### src/rtl/mem_arbiter.sv
`default_nettype none
// +------------------------------------------------------------------------+
// | mem_arbiter: round-robin arbiter sharing one single-port word RAM       |
// | between two en/we/addr/di requesters.           Rev 1.0                 |
// +------------------------------------------------------------------------+
module mem_arbiter #(
  parameter int ADDR_WIDTH = 10,
  parameter int DATA_WIDTH = 32,
  parameter int RD_LATENCY = 1
) (
  input  logic                  clk,
  input  logic                  reset,
  input  logic                  p0_en,
  input  logic                  p0_we,
  input  logic [ADDR_WIDTH-1:0] p0_addr,
  input  logic [DATA_WIDTH-1:0] p0_di,
  output logic [DATA_WIDTH-1:0] p0_do,
  output logic                  p0_do_ack,
  input  logic                  p1_en,
  input  logic                  p1_we,
  input  logic [ADDR_WIDTH-1:0] p1_addr,
  input  logic [DATA_WIDTH-1:0] p1_di,
  output logic [DATA_WIDTH-1:0] p1_do,
  output logic                  p1_do_ack,
  output logic                  ram_en,
  output logic                  ram_we,
  output logic [ADDR_WIDTH-1:0] ram_addr,
  output logic [DATA_WIDTH-1:0] ram_di,
  input  logic [DATA_WIDTH-1:0] ram_do,
  output logic                  busy
);

  localparam logic [2:0] C_LAT_LOAD = 3'(RD_LATENCY - 1);

  typedef enum logic [1:0] {
    S_IDLE  = 2'd0,
    S_ISSUE = 2'd1,
    S_WAIT  = 2'd2,
    S_ACK   = 2'd3
  } state_t;

  state_t     r_state;
  logic       r_last_grant;
  logic       r_grant;
  logic [2:0] r_cnt;
  logic       w_pick;

  // On a tie the port that was not served last wins; otherwise the lone requester.
  assign w_pick = (p0_en && p1_en) ? ~r_last_grant : p1_en;

  always_ff @(posedge clk or posedge reset) begin
    if (reset) begin
      r_state      <= S_IDLE;
      r_last_grant <= 1'b1;
      r_grant      <= 1'b0;
      r_cnt        <= 3'd0;
      ram_en       <= 1'b0;
      ram_we       <= 1'b0;
      ram_addr     <= '0;
      ram_di       <= '0;
      p0_do        <= '0;
      p1_do        <= '0;
      p0_do_ack    <= 1'b0;
      p1_do_ack    <= 1'b0;
      busy         <= 1'b0;
    end else begin
      case (r_state)
        S_IDLE: begin
          if (p0_en || p1_en) begin
            r_grant      <= w_pick;
            r_last_grant <= w_pick;
            ram_en       <= 1'b1;
            ram_we       <= w_pick ? p1_we   : p0_we;
            ram_addr     <= w_pick ? p1_addr : p0_addr;
            ram_di       <= w_pick ? p1_di   : p0_di;
            busy         <= 1'b1;
            r_state      <= S_ISSUE;
          end
        end
        S_ISSUE: begin
          // ram_we still carries the latched direction of this access
          ram_en <= 1'b0;
          ram_we <= 1'b0;
          if (ram_we) begin
            if (r_grant) p1_do_ack <= 1'b1;
            else         p0_do_ack <= 1'b1;
            r_state <= S_ACK;
          end else begin
            r_cnt   <= C_LAT_LOAD;
            r_state <= S_WAIT;
          end
        end
        S_WAIT: begin
          if (r_cnt == 3'd0) begin
            if (r_grant) begin
              p1_do     <= ram_do;
              p1_do_ack <= 1'b1;
            end else begin
              p0_do     <= ram_do;
              p0_do_ack <= 1'b1;
            end
            r_state <= S_ACK;
          end else begin
            r_cnt <= r_cnt - 3'd1;
          end
        end
        S_ACK: begin
          p0_do_ack <= 1'b0;
          p1_do_ack <= 1'b0;
          busy      <= 1'b0;
          r_state   <= S_IDLE;
        end
        default: r_state <= S_IDLE;
      endcase
    end
  end

endmodule
`default_nettype wire

### config.mk
export PLATFORM = sky130hd
export DESIGN_NAME = mem_arbiter
export DESIGN_NICKNAME = d
export VERILOG_FILES = /design/src/rtl/mem_arbiter.sv
export SDC_FILE = /design/constraint.sdc
export NUM_CORES = 1
export LEC_CHECK = 0
export CORE_MARGIN = 5
export CORE_UTILIZATION = 38
export CTS_CLUSTER_SIZE = 28
export DETAILED_ROUTE_END_ITERATION = 8
export GPL_ROUTABILITY_DRIVEN = 0
export PLACE_DENSITY = 0.89
export SLEW_MARGIN = 0
export SYNTH_ARGS = -nofsm -noshare
export SYNTH_HDL_FRONTEND = slang
export SYNTH_SLANG_ARGS = --single-unit
### constraint.sdc
create_clock -name clk -period 3.55 [get_ports clk]
set_input_delay 0.355 -clock clk [delete_from_list [all_inputs] [get_ports clk]]
set_output_delay 0.355 -clock clk [all_outputs]
set_load 0.005 [all_outputs]
# [Word level (Yosys, flattened, before mapping)]
# Cells that the tools add are included.
[word_totals] regBits=118 in_bits=122 output_inout_bits=111
[op_classes] add_sub_neg=1 eq_ne=8 mux=24 bitwise_logic=2 n_reduce_logical=16
[ops] operator="$mux W32" count=1
[ops] operator="$reduce_and A3 Y1" count=4
[ops] operator="$mux W1" count=11
[ops] operator="$mux W10" count=1
[ops] operator="$ne A2 B2 Y1 const B" count=5
[ops] operator="$pmux W2 S4" count=1
[ops] operator="$reduce_and A2 Y1" count=4
[ops] operator="$mux W3" count=2
[ops] operator="$pmux W1 S2" count=3
[ops] operator="$pmux W1 S3" count=2
[ops] operator="$pmux W3 S2" count=1
[ops] operator="$reduce_bool A2 Y1" count=3
[ops] operator="$eq A2 B2 Y1 const B" count=2
[ops] operator="$mux W2" count=2
[ops] operator="$logic_not A3 Y1" count=1
[ops] operator="$reduce_bool A3 Y1" count=1
[ops] operator="$sub A3 B1 Y3 const B" count=1
[ops] operator="$eq A2 B1 Y1 const B" count=1
[ops] operator="$logic_not A2 Y1" count=1
[ops] operator="$not A1 Y1" count=2
[ops] operator="$logic_and A1 B1 Y1" count=1
[ops] operator="$logic_or A1 B1 Y1" count=1

# [Depth between registers and ports, before layout]
[logic_depth] ltp_word=5 mapped_depth=7

# [Worst setup path before layout]
# Ideal clock, no wire load.
[synth_timing] kind="register -> register" start="register r_state[0]" end="register p0_do[0]" setup_ns=0.125 t_arrival_ns=1.532 required_ns=3.425 setup_slack_ns=1.893 stages_incl_launch_ff=7 cell_sequence="dfrtp_1 -> inv_1 -> ha_1 -> inv_1 -> nor3_4 -> buf_6 -> mux2_2"
[synth_between] elab_chain_cells=2
[synth_lines] element="start: declaration" line_no="42" source="state_t r_state;"
[synth_lines] element="start signal: assignment" line_no="53" source="r_state <= S_IDLE;"
[synth_lines] element="start signal: assignment" line_no="77" source="r_state <= S_ISSUE;"
[synth_lines] element="start signal: assignment" line_no="87" source="r_state <= S_ACK;"
[synth_lines] element="$eq A2 B2 Y1" line_no="67" source="case (r_state)"
[synth_lines] element="$reduce_and A3 Y1 (no line)"
[synth_lines] element="end signal: assignment" line_no="99" source="p0_do <= ram_do;"
[synth_lines] element="end: declaration" line_no="17" source="output logic [DATA_WIDTH-1:0] p0_do,"
# Every way passes these cells.
# A chain may end at the register's enable or synchronous reset.

# [Worst setup path after layout]
[layout_timing] start="register r_state[0]" end="register p0_do[11]"
# Same word-level chain as after synthesis.

==> flow_metrics.env <==
export IMPL_p_per_area_mw_per_mm2=876
export IMPL_hold_path_class="input pin to async pin"
export IMPL_tns_ns=0
export IMPL_cp_start_kind="flop"
export IMPL_muxShareOfSynthArea=0.245
export IMPL_r2r_cells=6
export IMPL_fmax_ghz=0.430
export IMPL_insertion_delay_ns=0.41
export IMPL_setup_viol=0
export IMPL_final_cell_mix="clkdlybuf4s50_1, dfrtp_1, o21ai_0, nand2_1, mux2i_1"
export IMPL_yosys_area_share_simple=0.0575
export IMPL_synth_xor_area_share=0
export IMPL_postCtsHoldBufs=0
export IMPL_rows=42
export IMPL_final_core_util=0.617
export IMPL_critPathMaxFanout=32
export IMPL_synthArstFlopShare=1.00
export IMPL_final_common_cell="clkdlybuf4s50_1"
export IMPL_maxCapViolCount=0
export IMPL_period_needed_ns=2.33
export IMPL_htree_num_levels=4
export IMPL_cpMaxStageDelayCell="ha_1"
export IMPL_hold_viol=0
export IMPL_drv_slew=0
export IMPL_dieWidth_um=127
export IMPL_synth_compound_area_share=0.0736
export IMPL_die_y_um=127
export IMPL_synth_area_per_cell_um2=13.3
export IMPL_postCtsSetupRepairBufs=0
export IMPL_grt_max_degree=61
export IMPL_finalClockSkew_ns=0.00575
export IMPL_rr_endpoint="p0_do[11]"
export IMPL_worst_pin_slew_ns=0.921
export IMPL_cts_buffer_depth=2
export IMPL_cellLeakagePower_uw=0.00369
export IMPL_critPathArrivalTime_ns=2.62
export IMPL_synth_cell_type_count=35
export IMPL_antennaDiodeCount=0
export IMPL_drc=0
export IMPL_reg2reg_from="r_state[0]"
export IMPL_syn_nets=520
export IMPL_via_per_inst=4.91
export IMPL_dieArea_mm2=0.0161
export IMPL_crit_type="flop to flop"
export IMPL_cts_sinks=118
export IMPL_synthAdderAreaFrac=0.0168
export IMPL_ctsResizeCount=0
export IMPL_antenna_found_initial=0
export IMPL_cts_buffers=17
export IMPL_gr_total_overflow=0
export IMPL_num_vias=4004
export IMPL_grt_pass1_wl_mm=22.4
export IMPL_cp_common_cell="inv_1"
export IMPL_slew_limit_headroom=0.384
export IMPL_yosys_warnings=0
export IMPL_layout_drive_gt1_share=0.166
export IMPL_final_nets=755
export IMPL_wl_per_cell_um=17.3
export IMPL_tritoncts="done"
export IMPL_grt_pass1_vias=4319
export IMPL_vdd_drop_max_uv=383
export IMPL_synth_top_family_by_area="multiplexers"
export IMPL_port_buffers=232
export IMPL_finalPower_uw=7210
export IMPL_worstPathCellList="inv_1, ha_1, inv_1, nor3_4, buf_4, mux2_2"
export IMPL_gr_usage_all_layers=0.176
export IMPL_synthToLayoutAreaGrowth_pct=58.2
export IMPL_clk_pin_slew_ns=0.05
export IMPL_period_share=0.655
export IMPL_rsz0062_at_grt="no"
export IMPL_wl_mm=14.1
export IMPL_dpl_hpwl_mm=10.6
export IMPL_ys_ff_latch=118
export IMPL_worstPathRequired_ns=3.84
export IMPL_ios=233
export IMPL_synth_edf_count=0
export IMPL_root_buffer="clkbuf_16"
export IMPL_dr_first_iter_drc_count=131
export IMPL_synthCells=391
export IMPL_synth_area_mm2=0.00520
export IMPL_dr_pass1_iters=6
export IMPL_initial_core_util=0.390
export IMPL_end_kind="flop"
export IMPL_core_area_mm2=0.0133
export IMPL_synth_flop_cell="dfrtp_1"
export IMPL_seq_area_frac_synth=0.568
export IMPL_status="finished, final reports clean"
export IMPL_cp_slowest_stage_delay_ns=0.44
export IMPL_rrSetupSlack_ns=1.22
export IMPL_ant_nets=0
-- sequential cells by signal, summed over array words and instances, names as in the netlist, 2 cells and up --
signal    cells
p1_do        32
p0_do        32
r_cnt         3
ram_addr     10
r_state       2
ram_di       32
-- worst max-delay path by stage --
stage / startpoint / endpoint / slack (ns) / cells past startpoint
2_1_floorplan: reset / busy / 0.07 / 1
3_3_place_gp: p1_en / ram_di[5] / 1.25 / 4
3_5_place_dp: p1_en / ram_di[13] / 1.15 / 4
4_1_cts: r_state[0] / p0_do[11] / 1.23 / 6
5_1_grt: r_state[0] / p0_do[11] / 1.07 / 6
6_report: r_state[0] / p0_do[11] / 1.22 / 6
-- routing by layer --
metal,vias up,GRT usage,share of wire
met2,218,0.295,0.48
met1,1904,0.199,0.40
li1,1854,-,-
met3,28,0.0676,0.094
met4,0,0.0820,0.027
met5,-,0,0
-- where the power goes --
part | internal (uW) | switching [uW]
logic | 1970 | 1110
clock network | 1100 | 587
registers | 2030 | 414
-- worst max-delay path, delay by kind of cell, from the launching register on --
kind	cells	cell delay, ns
and+or+nand+nor	1	0.20
adders and majority gates	1	0.44
buffers and inverters	3	0.73
muxes	1	0.40
DFF	1	0.42
-- cell families (layout without fill, tap and decap cells) --
| logic type | Yosys count | after routing |
|---|---|---|
| buffers and inverters | 30 | 278 |
| AND/OR/NAND/NOR | 61 | 61 |
| AO/OA/AOI/OAI | 67 | 67 |
| adder cells (fa/ha/maj) | 7 | 7 |
| flip-flops | 118 | 118 |
| multiplexers | 108 | 108 |
-- synthesized netlist by cell type (2+ instances only) --
master     count  area, um^2
o21ai_0       50         250
clkbuf_1       4        15.0
mux2i_1       43         430
a2111oi_0      2        17.5
ha_1           7        87.6
inv_1          9        33.8
a211oi_1       2        15.0
buf_2          6        30.0
nand2_1       45         169
nor2_1         3        11.3
mux2_1         2        22.5
dfrtp_1      117        2930
mux2_4        30         450
buf_6         11         124
nor2b_1        2        12.5
nand3_1        2        10.0
mux2_2        33         372
a2bb2oi_1      3        26.3
a21oi_1        2        10.0
o311ai_0       3        26.3
-- area by class of cell --
cell class	instances	area (um^2)
fill	1023	5120
sequential	118	2950
timing repair buffer	237	2370
multi-input combinational	243	2060
clock buffer	20	437
tap	176	220
clock inverter	12	155
inverter	9	36.3
-- through the flow --
| stage | setup WS (ns) | cell area (um^2) | hold WS [ns] | instances |
|---|---|---|---|---|
| 2_1_floorplan | 0.0675 | 5200 | 0.428 | 391 |
| 3_3_place_gp | 1.25 | 7640 | 0.462 | 783 |
| 3_5_place_dp | 1.15 | 7640 | 0.470 | 783 |
| 4_1_cts | 1.23 | 8230 | 0.453 | 815 |
| 5_1_grt | 1.07 | 8230 | 0.496 | 815 |
| 6_report | 1.22 | 8230 | 0.424 | 815 |
(Power assumes the default switching activity.)
